$ cat config.mk
export PLATFORM = sky130hd
export DESIGN_NAME = packet_width_downsizer_flat
export DESIGN_NICKNAME = d
export VERILOG_FILES = /design/src/rtl/packet_width_downsizer_if.sv /design/src/rtl/packet_width_downsizer.sv /design/src/flat_wrapper.sv
export SDC_FILE = /design/constraint.sdc
export NUM_CORES = 1
export LEC_CHECK = 0
export CAP_MARGIN = 15
export CELL_PAD_IN_SITES_DETAIL_PLACEMENT = 0
export CELL_PAD_IN_SITES_GLOBAL_PLACEMENT = 1
export CORE_ASPECT_RATIO = 0.5
export CORE_MARGIN = 2
export CORE_UTILIZATION = 42
export DETAILED_ROUTE_END_ITERATION = 6
export PLACE_DENSITY_LB_ADDON = 0.08
export SLEW_MARGIN = 20
export SYNTH_ARGS = -nofsm -noshare
export SYNTH_HDL_FRONTEND = slang
export SYNTH_SLANG_ARGS = --single-unit
$ cat constraint.sdc
create_clock -name clock_clk -period 16.9 [get_ports clock_clk]
set_input_delay 3.38 -clock clock_clk [delete_from_list [all_inputs] [get_ports clock_clk]]
set_output_delay 3.38 -clock clock_clk [all_outputs]
set_load 0.05 [all_outputs]
$ cat src/rtl/packet_width_downsizer_if.sv
// Avalon-ST stream pair for the packet width downsizer: a wide input stream and a narrow output stream.
// master: the environment view (drives the input beat and the sink ready, observes the output word).
// slave:  the downsizer view (consumes the input beat, drives the output word).
interface packet_width_downsizer_if #(
  parameter int IN_WIDTH  = 256,
  parameter int OUT_WIDTH = 32
);
  localparam int EW = $clog2(IN_WIDTH / OUT_WIDTH);

  logic [IN_WIDTH-1:0]  asi_in0_data;
  logic                 asi_in0_valid;
  logic                 asi_in0_ready;
  logic                 asi_in0_startofpacket;
  logic                 asi_in0_endofpacket;
  logic [EW-1:0]        asi_in0_empty;

  logic [OUT_WIDTH-1:0] aso_out0_data;
  logic                 aso_out0_valid;
  logic                 aso_out0_ready;
  logic                 aso_out0_startofpacket;
  logic                 aso_out0_endofpacket;

  modport master (
    output asi_in0_data, asi_in0_valid, asi_in0_startofpacket, asi_in0_endofpacket, asi_in0_empty,
    input  asi_in0_ready,
    input  aso_out0_data, aso_out0_valid, aso_out0_startofpacket, aso_out0_endofpacket,
    output aso_out0_ready
  );

  modport slave (
    input  asi_in0_data, asi_in0_valid, asi_in0_startofpacket, asi_in0_endofpacket, asi_in0_empty,
    output asi_in0_ready,
    output aso_out0_data, aso_out0_valid, aso_out0_startofpacket, aso_out0_endofpacket,
    input  aso_out0_ready
  );
endinterface

$ cat src/rtl/packet_width_downsizer.sv
// Purpose: serialises IN_WIDTH-bit Avalon-ST beats into IN_WIDTH/OUT_WIDTH words, with partial EOP beats via empty.
// Latency: word 0 is valid the cycle after its beat is accepted; one word per cycle while the sink is ready.
// Backpressure: input ready when idle or on the final word's transfer (combinational from sink ready, no bubble).
// Ports: clock_clk, reset_reset (async, active-high), st (slave view of both streams),
//        stat_dropped_beats (saturating count of beats dropped outside a packet).
module packet_width_downsizer #(
  parameter int IN_WIDTH  = 256,
  parameter int OUT_WIDTH = 32,
  parameter int MSB_FIRST = 1
) (
  input  logic                    clock_clk,
  input  logic                    reset_reset,
  packet_width_downsizer_if.slave st,
  output logic [15:0]             stat_dropped_beats
);
  localparam int RATIO = IN_WIDTH / OUT_WIDTH;
  localparam int EW    = $clog2(RATIO);

  typedef enum logic {IDLE, SEND} state_t;

  state_t               state_q, state_d;
  logic [IN_WIDTH-1:0]  buf_q;
  logic [EW-1:0]        idx_q, lim_q;
  logic                 buf_sop_q, buf_eop_q, in_packet_q;
  logic [15:0]          drop_cnt_q;
  logic                 loaded, last_word, out_xfer, in_rdy, in_xfer, drop_beat, take_beat;
  logic [OUT_WIDTH-1:0] word;

  assign loaded    = (state_q == SEND);
  assign last_word = (idx_q == lim_q);
  assign out_xfer  = loaded && st.aso_out0_ready;
  // Ready on the final word's transfer lets the next beat load in the same cycle.
  assign in_rdy    = !reset_reset && (!loaded || (out_xfer && last_word));
  assign in_xfer   = st.asi_in0_valid && in_rdy;
  // A beat arriving outside a packet without sop is consumed and discarded.
  assign drop_beat = in_xfer && !st.asi_in0_startofpacket && !in_packet_q;
  assign take_beat = in_xfer && !drop_beat;

  always_ff @(posedge clock_clk or posedge reset_reset) begin
    if (reset_reset) state_q <= IDLE;
    else             state_q <= state_d;
  end

  // A newly taken beat wins over returning to idle after the final word.
  always_comb begin
    state_d = state_q;
    if (take_beat)                  state_d = SEND;
    else if (out_xfer && last_word) state_d = IDLE;
  end

  always_comb begin
    word = '0;
    for (int i = 0; i < RATIO; i++) begin
      if (idx_q == EW'(i)) begin
        if (MSB_FIRST != 0) word = buf_q[IN_WIDTH-1-i*OUT_WIDTH -: OUT_WIDTH];
        else                word = buf_q[i*OUT_WIDTH +: OUT_WIDTH];
      end
    end
  end

  always_ff @(posedge clock_clk or posedge reset_reset) begin
    if (reset_reset) begin
      buf_q       <= '0;
      idx_q       <= '0;
      lim_q       <= '0;
      buf_sop_q   <= 1'b0;
      buf_eop_q   <= 1'b0;
      in_packet_q <= 1'b0;
      drop_cnt_q  <= '0;
    end else begin
      if (take_beat) begin
        buf_q       <= st.asi_in0_data;
        idx_q       <= '0;
        buf_sop_q   <= st.asi_in0_startofpacket;
        buf_eop_q   <= st.asi_in0_endofpacket;
        lim_q       <= st.asi_in0_endofpacket ? (EW'(RATIO - 1) - st.asi_in0_empty) : EW'(RATIO - 1);
        // Taken beats carry sop or continue a packet, so eop alone decides membership.
        in_packet_q <= !st.asi_in0_endofpacket;
      end else if (out_xfer) begin
        idx_q <= last_word ? '0 : idx_q + 1'b1;
      end
      if (drop_beat && (drop_cnt_q != 16'hFFFF)) drop_cnt_q <= drop_cnt_q + 16'd1;
    end
  end

  assign st.asi_in0_ready          = in_rdy;
  assign st.aso_out0_valid         = loaded;
  assign st.aso_out0_data          = word;
  assign st.aso_out0_startofpacket = loaded && buf_sop_q && (idx_q == '0);
  assign st.aso_out0_endofpacket   = loaded && buf_eop_q && last_word;
  assign stat_dropped_beats        = drop_cnt_q;
endmodule

$ cat src/flat_wrapper.sv
// flat-port wrapper written by rule: the top's interface ports become plain ports
module packet_width_downsizer_flat 
#(
  parameter int IN_WIDTH  = 256,
  parameter int OUT_WIDTH = 32,
  parameter int MSB_FIRST = 1
)
  (clock_clk, reset_reset, stat_dropped_beats, st_asi_in0_data, st_asi_in0_valid, st_asi_in0_startofpacket, st_asi_in0_endofpacket, st_asi_in0_empty, st_asi_in0_ready, st_aso_out0_data, st_aso_out0_valid, st_aso_out0_startofpacket, st_aso_out0_endofpacket, st_aso_out0_ready);
  packet_width_downsizer_if #(.IN_WIDTH(IN_WIDTH), .OUT_WIDTH(OUT_WIDTH)) st_i ();
  input  logic clock_clk;
  input  logic reset_reset;
  output logic [15:0] stat_dropped_beats;
  input wire logic [$bits(st_i.asi_in0_data)-1:0] st_asi_in0_data;
  input wire logic [$bits(st_i.asi_in0_valid)-1:0] st_asi_in0_valid;
  input wire logic [$bits(st_i.asi_in0_startofpacket)-1:0] st_asi_in0_startofpacket;
  input wire logic [$bits(st_i.asi_in0_endofpacket)-1:0] st_asi_in0_endofpacket;
  input wire logic [$bits(st_i.asi_in0_empty)-1:0] st_asi_in0_empty;
  output wire logic [$bits(st_i.asi_in0_ready)-1:0] st_asi_in0_ready;
  output wire logic [$bits(st_i.aso_out0_data)-1:0] st_aso_out0_data;
  output wire logic [$bits(st_i.aso_out0_valid)-1:0] st_aso_out0_valid;
  output wire logic [$bits(st_i.aso_out0_startofpacket)-1:0] st_aso_out0_startofpacket;
  output wire logic [$bits(st_i.aso_out0_endofpacket)-1:0] st_aso_out0_endofpacket;
  input wire logic [$bits(st_i.aso_out0_ready)-1:0] st_aso_out0_ready;
  assign st_i.asi_in0_data = st_asi_in0_data;
  assign st_i.asi_in0_valid = st_asi_in0_valid;
  assign st_i.asi_in0_startofpacket = st_asi_in0_startofpacket;
  assign st_i.asi_in0_endofpacket = st_asi_in0_endofpacket;
  assign st_i.asi_in0_empty = st_asi_in0_empty;
  assign st_asi_in0_ready = st_i.asi_in0_ready;
  assign st_aso_out0_data = st_i.aso_out0_data;
  assign st_aso_out0_valid = st_i.aso_out0_valid;
  assign st_aso_out0_startofpacket = st_i.aso_out0_startofpacket;
  assign st_aso_out0_endofpacket = st_i.aso_out0_endofpacket;
  assign st_i.aso_out0_ready = st_aso_out0_ready;
  packet_width_downsizer #(.IN_WIDTH(IN_WIDTH), .OUT_WIDTH(OUT_WIDTH), .MSB_FIRST(MSB_FIRST)) u_core (.clock_clk(clock_clk), .reset_reset(reset_reset), .st(st_i), .stat_dropped_beats(stat_dropped_beats));
endmodule
==> metrics.md, run 1 <==
| Metric | Value |
|---|---|
| Slew Limit Fails | `0` |
| Die area | `0.0330 mm2` |
| Hold path endpoint | `u_core.buf_q[214]` |
| Synth Cell Area | `0.0132 mm2` |
| Hold Vio Cnt, Final | `0` |
| Gr ovfl total | `0` |
| Placement Cell Area | `0.0166 mm2` |
| Reg2reg setup slack | `12970 ps` |
| Cells after synthesis | `1116` |
| Hold Path Stages | `1` |
| Worst Path Max Fanout | `6` |
| Final worst slack | `8160 ps` |
| Initial antenna violation count | `7` |
| Register area share after synthesis | `53.4%` |
| Combinational share of power | `46.9%` |
| Crit-path cells | `clkdlybuf4s50_1 -> inv_1 -> o41a_4 -> nor2_1 -> clkdlybuf4s50_1` |
| Clk network pwr share | `18.2%` |
| Layout cells sized above 1 | `20.7%` |
| Synth Area in Simple Gates | `8.64%` |
| Post-CTS Resized | `0` |
| Slowest-stage cell, CP | `clkdlybuf4s50_1` |
| Async S/R FF share, synth | `100%` |
| Slew headroom | `25.8%` |
| Mean Syn Cell Area | `11.8 um2` |
| Period utilization | `51.7%` |
| Initial Utilization | `43.1%` |
| Post-synth cell types | `42` |
| Worst r2r dst | `u_core.buf_q[65]` |
| Nets | `1652` |
| Compound-Gate Fraction of Synth Area | `12.4%` |
| Placer Congestion | `0.806` |
| Sequential share of power | `34.9%` |
| Post-CTS Setup Inserts | `0` |
| Final number of setup-violating endpoints | `0` |
| Core Footprint | `0.0306 mm2` |
| Largest stage delay, worst path | `800 ps` |
| Outcome | `completed` |
| DP Cell Count | `1773` |
| Die Ht | `129 um` |
| CP endpoint kind | `primary output` |
| CTS tree | `done` |
| Top cells by instance count after synthesis | `dfrtp_1, mux2_2, nand2_1` |
| RSZ-0062 raised after global routing | `no` |
| WP data arrival | `5360 ps` |
| DR vias/cell | `5.40` |
| Class of the worst hold path | `register to register` |
| Seq cells post-synth | `282` |
| Overall power | `3.36 mW` |
| Most numerous cell in the Yosys netlist | `dfrtp_1` |
| Antenna-violating nets left | `0` |
| CTS root buffer | `clkbuf_16` |
| Buf+Inv Stages, Crit Path | `3` |
| Top cell by count, worst path | `clkdlybuf4s50_1` |
| Final WL | `37.5 mm` |
| Switch share | `39.6%` |
| Pwr dens | `191 mW/mm2` |
| Clock period minus worst slack | `8740 ps` |
| Worst r2r src | `u_core.idx_q[2]` |
| Crit Path Class | `input pin to primary output` |
| Leak | `7.08 nW` |
| Top Ports | `317` |
| EDFF count, synth | `0` |
| Setup TNS | `0 ps` |
| Main synth FF type | `dfrtp_1` |
| Hold Buf Count CTS | `0` |
| Remaining DRCs | `0` |
| Via Count | `9875` |
| F_max | `114 MHz` |
| Final hold slack | `488 ps` |
| Area share of the largest cell type after synthesis | `53.4%` |
| Largest net degree at the start of global routing | `216` |
| Mapped Nets | `1388` |
| Fin area | `0.0176 mm2` |
| Vias in the first global route | `10272` |
| Final core utilization | `57.4%` |
| Wire per inst | `20.5 um` |
| Slew @ Worst Pin | `1110 ps` |
| Die width | `255 um` |
| Drt first pass iters | `5` |
| Mux cell area share after synthesis | `19.4%` |
| Clk pin slew, worst setup/hold paths | `60 ps` |
| Worst Hold Launch | `u_core.buf_q[214]` |
| Max-cap violations | `0` |
| Switch Pwr | `1.33 mW` |
| HPWL after DPL | `23.6 mm` |
| Post-Synth Adder-Cell Area | `0.663%` |
| H-tree depth | `1` |
| Buffers on Ports | `316` |
| Post-Layout Cell Count | `1828` |
| Worst setup SP type | `input pin` |
| Pre-CTS setup slack | `8160 ps` |
| Clk buf depth | `3` |
| First-pass GRT wire length | `57.9 mm` |
| Reg2reg path depth | `7` |
| Internal | `2.03 mW` |
| Yosys Warn Count | `0` |
| Req. time, crit path | `13520 ps` |
| Gr usage total | `22.7%` |
| Detailed Route Iter0 Violations | `616` |
| CP delay by family, top | `buffers and inverters` |
| CTS Buf Count | `26` |
| Yosys top cell by area | `dfrtp_1` |
| Synth Area in XOR/XNOR | `1.19%` |
| Synthesis-to-finish area growth | `33.0%` |
| Largest family of logic cells by synthesized area | `multiplexers` |
| Clk Latency, worst-skew pair | `540 ps` |
| Layout Skew | `21.4 ps` |
| Worst vdd ir | `0.000146 V` |
| Clock sinks | `282` |
| Ranking of synthesized cells by area | `dfrtp_1, mux2_2, o21ai_0` |
| Row Count | `45` |
## area by class of cell
type / count / area [um2]
Clock inverter: 4 / 45.0
Clock buffer: 43 / 846
Inverter: 39 / 155
Multi-Input combinational cell: 706 / 5630
Timing Repair Buffer: 325 / 3300
Tap cell: 423 / 529
Sequential cell: 282 / 7060
Antenna cell: 6 / 15.0
Fill cell: 2644 / 13100
## power groups by stage
stage | clock network (mW) | logic [mW] | registers [mW]
finish | 0.612 | 1.58 | 1.17
detailed placement | 0 | 1.58 | 1.18
global placement | 0 | 1.56 | 1.17
floorplan | 0 | 1.11 | 1.15
CTS | 0.628 | 1.58 | 1.17
global route | 0.657 | 1.70 | 1.21
## layout by cell type, fill, tap and decap left out, types with 2 or more instances in the layout
cell type        Yosys  layout
mux2_2             217     217
nand4_1              5       5
nor2_4               0       2
nor3_1               6       6
clkinv_2             0       4
nand3_1              5       5
or2_2                2       2
clkbuf_16            0      27
clkdlybuf4s50_1      0     316
nor3b_1             31      31
clkbuf_8             0      11
buf_12               0       2
o21ai_0             97      97
inv_1               39      37
mux2_1              10      10
and4_1               3       3
buf_4               17       5
nor2_2               4       4
nor2_1              13      11
dfrtp_1            282     282
clkbuf_1            52       5
o211ai_1            62      62
a21oi_1              6       6
xor2_1               9       9
a221oi_1            31      31
nand2_1            107     107
a222oi_1            30      30
buf_16               0       2
ha_2                 0       3
nor2b_1             33      33
xnor2_1              9       9
ha_1                 7       3
diode_2              0       6
a31oi_1              4       4
## worst register-to-register path: cells and delay by family (launching register included)
family / cells / cell delay [ps]
buf+inv: 3 / 1890
mux: 1 / 470
simple gates: 1 / 220
flops: 1 / 540
xor+xnor: 1 / 250
compound gates: 1 / 430
## metal layers
layer | vias up | GRT usage, % | share of wire, %
met3 | 41 | 4.30 | 4.9
li1 | 4586 | - | -
met1 | 5028 | 30.7 | 44
met5 | - | 0 | 0.032
met2 | 218 | 37.9 | 49
met4 | 2 | 5.61 | 1.7
## state kept, by name, indices dropped and copies added (netlist names)
| name | cells |
|---|---|
| u_core.buf_sop_q | 1 |
| u_core.buf_q | 256 |
| u_core.stat_dropped_beats | 16 |
| u_core.lim_q | 3 |
| u_core.in_packet_q | 1 |
| u_core.buf_eop_q | 1 |
| u_core.idx_q | 3 |
| u_core.st.aso_out0_valid | 1 |
## kinds of logic after synthesis
logic type | Yosys count
buf+inv | 128
fa+ha+maj | 7
simple gates | 218
compound gates | 236
mux | 227
flops | 282
xor+xnor | 18
## worst max-delay path by stage
stage | startpoint | endpoint | slack (ps) | cells after the start
2_1_floorplan | reset_reset | u_core.buf_q[211] | 5240 | 7
5_1_grt | st_aso_out0_ready | st_asi_in0_ready | 8080 | 5
4_1_cts | st_aso_out0_ready | st_asi_in0_ready | 8150 | 5
6_report | st_aso_out0_ready | st_asi_in0_ready | 8160 | 5
3_3_place_gp | st_aso_out0_ready | st_asi_in0_ready | 8150 | 5
3_5_place_dp | st_aso_out0_ready | st_asi_in0_ready | 8160 | 5
(Power assumes the default switching activity.)
==> run 2, diff against run 1 <==
- CORE_UTILIZATION: 42 -> 36
- clock period: 16.9 -> 7.9 ns (I/O delays scaled with it)
==> run 2 against run 1 <==
  * Clock skew decreased by 12 ps
  * Global-route usage shrank 2.4 points
  * Via count rose by 0.37%
  * Power up 120%
  * Highest routed layer is now met4
==> metrics.md, run 2 (synthesis results as in run 1) <==
| Metric | Value |
|---|---|
| Outcome | `completed` |
| Synthesis-to-finish area growth | `34.1%` |
| Largest stage delay, worst path | `950 ps (+150 ps)` |
| Pwr dens | `411 mW/mm2 (+110%)` |
| Post-CTS Resized | `0 (unchanged)` |
| Leak | `7.12 nW (+0.52%)` |
| First-pass GRT wire length | `60.5 mm (+4.5%)` |
| Vias in the first global route | `10483 (+2.1%)` |
| Worst Path Max Fanout | `36 (+30)` |
| Final WL | `39.3 mm (+4.9%)` |
| Gr ovfl total | `0 (unchanged)` |
| Overall power | `7.28 mW (+120%)` |
| Req. time, crit path | `6320 ps (-7200 ps)` |
| Worst setup SP type | `register` |
| Period utilization | `78.1%` |
| Switch share | `39.8% (+0.24 points)` |
| DR vias/cell | `5.23 (-3.3%)` |
| Class of the worst hold path | `register to register` |
| Top Ports | `317 (unchanged)` |
| Nets | `1658 (+0.36%)` |
| Placer Congestion | `0.807 (about the same)` |
| H-tree depth | `1 (unchanged)` |
| Final number of setup-violating endpoints | `0 (unchanged)` |
| Commonest non-fill, non-tap cell in the layout | `clkdlybuf4s50_1` |
| Buf+Inv Stages, Crit Path | `1 (-2)` |
| Initial antenna violation count | `5 (-2)` |
| F_max | `162 MHz` |
| Worst vdd ir | `0.000245 V (+68%)` |
| Slew Limit Fails | `0 (unchanged)` |
| Hold Vio Cnt, Final | `0 (unchanged)` |
| Remaining DRCs | `0 (unchanged)` |
| Row Count | `49 (+8.9%)` |
| Routed met1 length | `17.5 mm (+5.4%)` |
| Routed met3 length | `1.95 mm (+5.8%)` |
| Clk pin slew, worst setup/hold paths | `70 ps (about the same)` |
| Commonest non-fill, non-tap cells in the layout | `clkdlybuf4s50_1, dfrtp_1, mux2_2` |
| Core Footprint | `0.0360 mm2 (+18%)` |
| Antenna-violating nets left | `0 (unchanged)` |
| Slew @ Worst Pin | `1140 ps (+23.5 ps)` |
| Die Ht | `139 um (+7.8%)` |
| RSZ-0062 raised after global routing | `no` |
| Sequential share of power | `34.7% (-0.2 points)` |
| Clk Latency, worst-skew pair | `550 ps (about the same)` |
| CTS Buf Count | `28 (+7.7%)` |
| Clock sinks | `282 (unchanged)` |
| Largest net degree at the start of global routing | `165 (-24%)` |
| Register with the most flip-flops | `u_core.buf_q` |
| Combinational share of power | `46.5% (-0.4 points)` |
| CTS tree | `done` |
| Layout cells sized above 1 | `21.0% (+0.22 points)` |
| Drt first pass iters | `7 (+2)` |
| Buffers on Ports | `316 (unchanged)` |
| CTS root buffer | `clkbuf_16` |
| Post-CTS Setup Inserts | `0 (unchanged)` |
| Via Count | `9912 (+0.37%)` |
| Setup TNS | `0 ps (unchanged)` |
| Detailed Route Iter0 Violations | `707 (+15%)` |
| Clock period minus worst slack | `6170 ps` |
| Max FFs per register | `256 (unchanged)` |
| Final core utilization | `49.1% (-8.2 points)` |
| Clk network pwr share | `18.8% (+0.6 points)` |
| CP delay by family, top | `adder cells` |
| Slowest-stage cell, CP | `nand2b_2` |
| Internal | `4.38 mW (+120%)` |
| Die width | `275 um (+7.9%)` |
| Initial Utilization | `36.6% (-6.5 points)` |
| Switch Pwr | `2.90 mW (+120%)` |
| Metal2 WL | `19.2 mm (+4.3%)` |
| Crit-path cells | `ha_1 -> ha_2 -> nand2b_2 -> a221oi_1 -> a222oi_1 -> clkdlybuf4s50_1` |
| Slew headroom | `24.0% (-1.7 points)` |
| WP data arrival | `4590 ps (-770 ps)` |
| HPWL after DPL | `25.5 mm (+8.1%)` |
| Wire per inst | `20.7 um (+1.1%)` |
| Clk buf depth | `3 (unchanged)` |
| Crit Path Class | `register to primary output` |
| Die area | `0.0383 mm2 (+16%)` |
| Gr usage total | `20.2% (-2.4 points)` |
| CP endpoint kind | `primary output` |
| Hold Buf Count CTS | `0 (unchanged)` |
| Uppermost layer routed | `met4` |
| Max-cap violations | `0 (unchanged)` |
| Layout Skew | `9.88 ps (-11.5 ps)` |
## run 2: cell types whose count changed in the layout (fill, tap and decap cells not counted), sizes merged
cell	change
buf	+4
clkbuf	+4
clkinvlp	+1
diode	-1
## run 2: area by class of cell
| cell class | instances | area [um2] |
|---|---|---|
| multi-input combinational | 706 | 5630 |
| clock inverter | 5 | 50.0 |
| inverter | 39 | 153 |
| timing repair buffer | 329 | 3330 |
| tap | 484 | 606 |
| sequential | 282 | 7060 |
| clock buffer | 47 | 883 |
| antenna | 5 | 12.5 |
| fill | 3297 | 18300 |
## run 2: layer usage
layer	vias up	global-route usage, %
met2	206	33.9
met3	41	3.87
met4	0	4.61
met5	-	0
li1	4601	-
met1	5064	27.3
## run 2: final timing paths
path / endpoint / depth (start not counted) / startpoint / slack (ps)
worst max-delay path: st_aso_out0_data[28] / 6 / u_core.idx_q[0] / 1730
worst min-delay path: u_core.buf_q[214] / 1 / u_core.buf_q[214] / 490
worst max register to register: u_core.buf_q[108] / 5 / u_core.idx_q[0] / 4760
worst min register to register: u_core.buf_q[214] / 1 / u_core.buf_q[214] / 490
max in group asynchronous: u_core.buf_q[109] / 6 / reset_reset / 4150
min in group asynchronous: u_core.stat_dropped_beats[4] / 3 / reset_reset / 1700
## run 2: power by group through the flow
| stage | clock network, mW | registers, mW | logic [mW] |
|---|---|---|---|
| floorplan | 0 | 2.46 | 2.37 |
| global placement | 0 | 2.53 | 3.35 |
| detailed placement | 0 | 2.54 | 3.39 |
| CTS | 1.41 | 2.52 | 3.40 |
| global route | 1.47 | 2.61 | 3.65 |
| finish | 1.37 | 2.52 | 3.39 |
## run 2: metrics by stage
step	worst slack [ps]	hold WS, ps	cells	instance area, um2
6_report	1730	490	1897	17700
5_1_grt	1550	503	1896	17700
4_1_cts	1700	496	1889	17600
3_5_place_dp	2310	481	1837	16700
3_3_place_gp	2340	471	1837	16700
2_1_floorplan	444	442	1116	13200
==> run 3, diff against run 2 <==
- CORE_UTILIZATION: 36 -> 39
- clock period: 7.9 -> 6.2 ns (I/O delays scaled with it)
==> run 3 against run 2 <==
  * The flow now finishes with violations (DRC)
  * Sequential power rose by 28%
  * Clock-buffer cell count fell by 8
  * Routed wire length fell by 0.14%
  * Final area fell by 0.18%
  * Register-to-register slack got worse by 1800 ps
  * Critical path depth rose by 1
  * Via count rose by 0.36%
  * Sequential share of layout area rose by 0.073 points
  * Die area fell by 7.5%
  * Clock skew rose by 3.8 ps
  * Critical path type unchanged
==> metrics.md, run 3 (synthesis results as in run 1) <==
| Metric | Value |
|---|---|
| Outcome | `complete, but fails checks` |
| Failing checks | `DRC` |
| Commonest non-fill, non-tap cells in the layout | `clkdlybuf4s50_1, dfrtp_1, mux2_2` |
| Nets | `1657 (-0.060%)` |
| Commonest non-fill, non-tap cell in the layout | `clkdlybuf4s50_1` |
| Final number of setup-violating endpoints | `0 (unchanged)` |
| Pwr dens | `526 mW/mm2 (+28%)` |
| Antenna-violating nets left | `0 (unchanged)` |
| Detailed Route Iter0 Violations | `832 (+18%)` |
| Initial antenna violation count | `3 (-2)` |
| Gr ovfl total | `0 (unchanged)` |
| DP Cell Count | `1797 (-2.2%)` |
| Remaining DRCs | `14 (+14)` |
| Sequential Area | `0.00706 mm2 (unchanged)` |
| Row Count | `47 (-4.1%)` |
| Req. time, crit path | `4960 ps (-1360 ps)` |
| Period utilization | `89.0%` |
| Clock period minus worst slack | `5520 ps` |
| Vias in the first global route | `10448 (-0.33%)` |
| Synthesis-to-finish area growth | `33.9%` |
| HPWL after DPL | `26.1 mm (+2.0%)` |
| Final worst slack | `682 ps (-1040 ps)` |
| Register with the most flip-flops | `u_core.buf_q` |
| Internal | `5.61 mW (+28%)` |
| DR vias/cell | `5.38 (+3.0%)` |
| Clk network pwr share | `18.7% (about the same)` |
| CTS Buf Count | `27 (-3.6%)` |
| Drt first pass iters | `7 (unchanged)` |
| Leak | `7.14 nW (+0.31%)` |
| F_max | `181 MHz` |
| Layout cells sized above 1 | `21.9% (+0.90 points)` |
| Post-Layout Cell Count | `1848 (-2.6%)` |
| Post-CTS Setup Inserts | `0 (unchanged)` |
| Multi-input gate area | `0.00569 mm2 (+1.1%)` |
| Slew @ Worst Pin | `1090 ps (-42.0 ps)` |
| Wire per inst | `21.2 um (+2.5%)` |
| RSZ-0062 raised after global routing | `no` |
| Worst Path Max Fanout | `33 (-8.3%)` |
| Switch Pwr | `3.69 mW (+27%)` |
| CP endpoint kind | `primary output` |
| Clk Latency, worst-skew pair | `540 ps (about the same)` |
| Crit Path Class | `register to primary output` |
| Clk buf depth | `3 (unchanged)` |
| H-tree depth | `1 (unchanged)` |
| Placer Congestion | `0.854 (+5.9%)` |
| First-pass GRT wire length | `60.5 mm (about the same)` |
| Largest net degree at the start of global routing | `163 (-1.2%)` |
| Die area | `0.0354 mm2 (-7.5%)` |
| Slew Limit Fails | `0 (unchanged)` |
| Fill count | `2878 (-13%)` |
| Max-cap violations | `0 (unchanged)` |
| Pre-CTS setup slack | `1250 ps (-1060 ps)` |
| Max FFs per register | `256 (unchanged)` |
| WP data arrival | `4280 ps (-310 ps)` |
| Fin area | `0.0177 mm2 (-0.18%)` |
| Hold Vio Cnt, Final | `0 (unchanged)` |
| Combinational share of power | `46.7% (+0.2 points)` |
| Worst vdd ir | `0.000269 V (+9.8%)` |
| Die Ht | `134 um (-3.8%)` |
| Reg2reg setup slack | `3010 ps (-1750 ps)` |
| Sequential share of power | `34.6% (about the same)` |
| Worst setup SP type | `register` |
| Switch share | `39.7% (-0.13 points)` |
| Clk pin slew, worst setup/hold paths | `70 ps (about the same)` |
| CTS root buffer | `clkbuf_16` |
| Hold Buf Count CTS | `0 (unchanged)` |
| Via Count | `9948 (+0.36%)` |
| Setup TNS | `0 ps (unchanged)` |
| Post-CTS Resized | `0 (unchanged)` |
| Clock sinks | `282 (unchanged)` |
| Initial Utilization | `39.8% (+3.1 points)` |
| Gr usage total | `21.9% (+1.7 points)` |
| Buffers on Ports | `316 (unchanged)` |
| Top Ports | `317 (unchanged)` |
| Die width | `264 um (-3.9%)` |
| CTS tree | `done` |
| Final WL | `39.3 mm (-0.14%)` |
| Placement Cell Area | `0.0168 mm2 (+0.39%)` |
| Layout Skew | `13.7 ps (+3.83 ps)` |
| Core Footprint | `0.0332 mm2 (-7.8%)` |
| Slew headroom | `26.8% (+2.8 points)` |
| Class of the worst hold path | `register to register` |
## run 3: final timing paths
path / from / endpoint / cells after the start
worst max-delay path: u_core.idx_q[2] / st_aso_out0_data[5] / 7
worst min-delay path: u_core.stat_dropped_beats[7] / u_core.stat_dropped_beats[7] / 1
worst max register to register: u_core.idx_q[2] / u_core.buf_q[115] / 5
worst min register to register: u_core.stat_dropped_beats[7] / u_core.stat_dropped_beats[7] / 1
max in group asynchronous: reset_reset / u_core.buf_q[46] / 5
min in group asynchronous: reset_reset / u_core.stat_dropped_beats[0] / 3
## run 3: critical path: stages, from the launching register on
cell and delay (ps):
dfrtp_1 600, inv_1 230, ha_2 520, nor2_4 580, buf_4 380, o211ai_1 160
a222oi_1 350, clkdlybuf4s50_1 880
## run 3: metrics by stage
stage | hold WS [ps] | power [mW] | utilization (%)
after floorplan | 442 | 6.21 | -
after detailed placement | 488 | 7.62 | 50.4
final | 494 | 9.31 | 53.2
after global placement | 482 | 7.54 | 50.4
after global routing | 512 | 9.89 | 53.2
after CTS | 506 | 9.40 | 53.2
## run 3: per-layer routing
| layer | wire [um] | global-route usage (%) | part of all wire [%] | up-vias |
|---|---|---|---|---|
| met5 | 0 | 0 | 0 | - |
| met4 | 675 | 4.64 | 1.7 | 0 |
| met3 | 1960 | 4.33 | 5.0 | 44 |
| met2 | 19500 | 37.4 | 50 | 226 |
| met1 | 17200 | 29.1 | 44 | 5077 |
| li1 | - | - | - | 4601 |
## run 3: area by class of cell
cell class                      instances  share of cell area, %
Tap cell                              441                   3.12
Clock inverter                         10                  0.722
Multi-Input combinational cell        706                   32.2
Antenna cell                            2                 0.0283
Sequential cell                       282                   39.9
Inverter                               39                  0.856
Clock buffer                           39                   4.47
Timing Repair Buffer                  329                   18.7
## run 3: power groups by stage
stage	clock [mW]	sequential, mW	combinational [mW]
5_1_grt	1.87	3.33	4.69
2_1_floorplan	0	3.13	3.08
6_report	1.74	3.22	4.34
4_1_cts	1.79	3.22	4.39
3_5_place_dp	0	3.24	4.37
3_3_place_gp	0	3.22	4.33
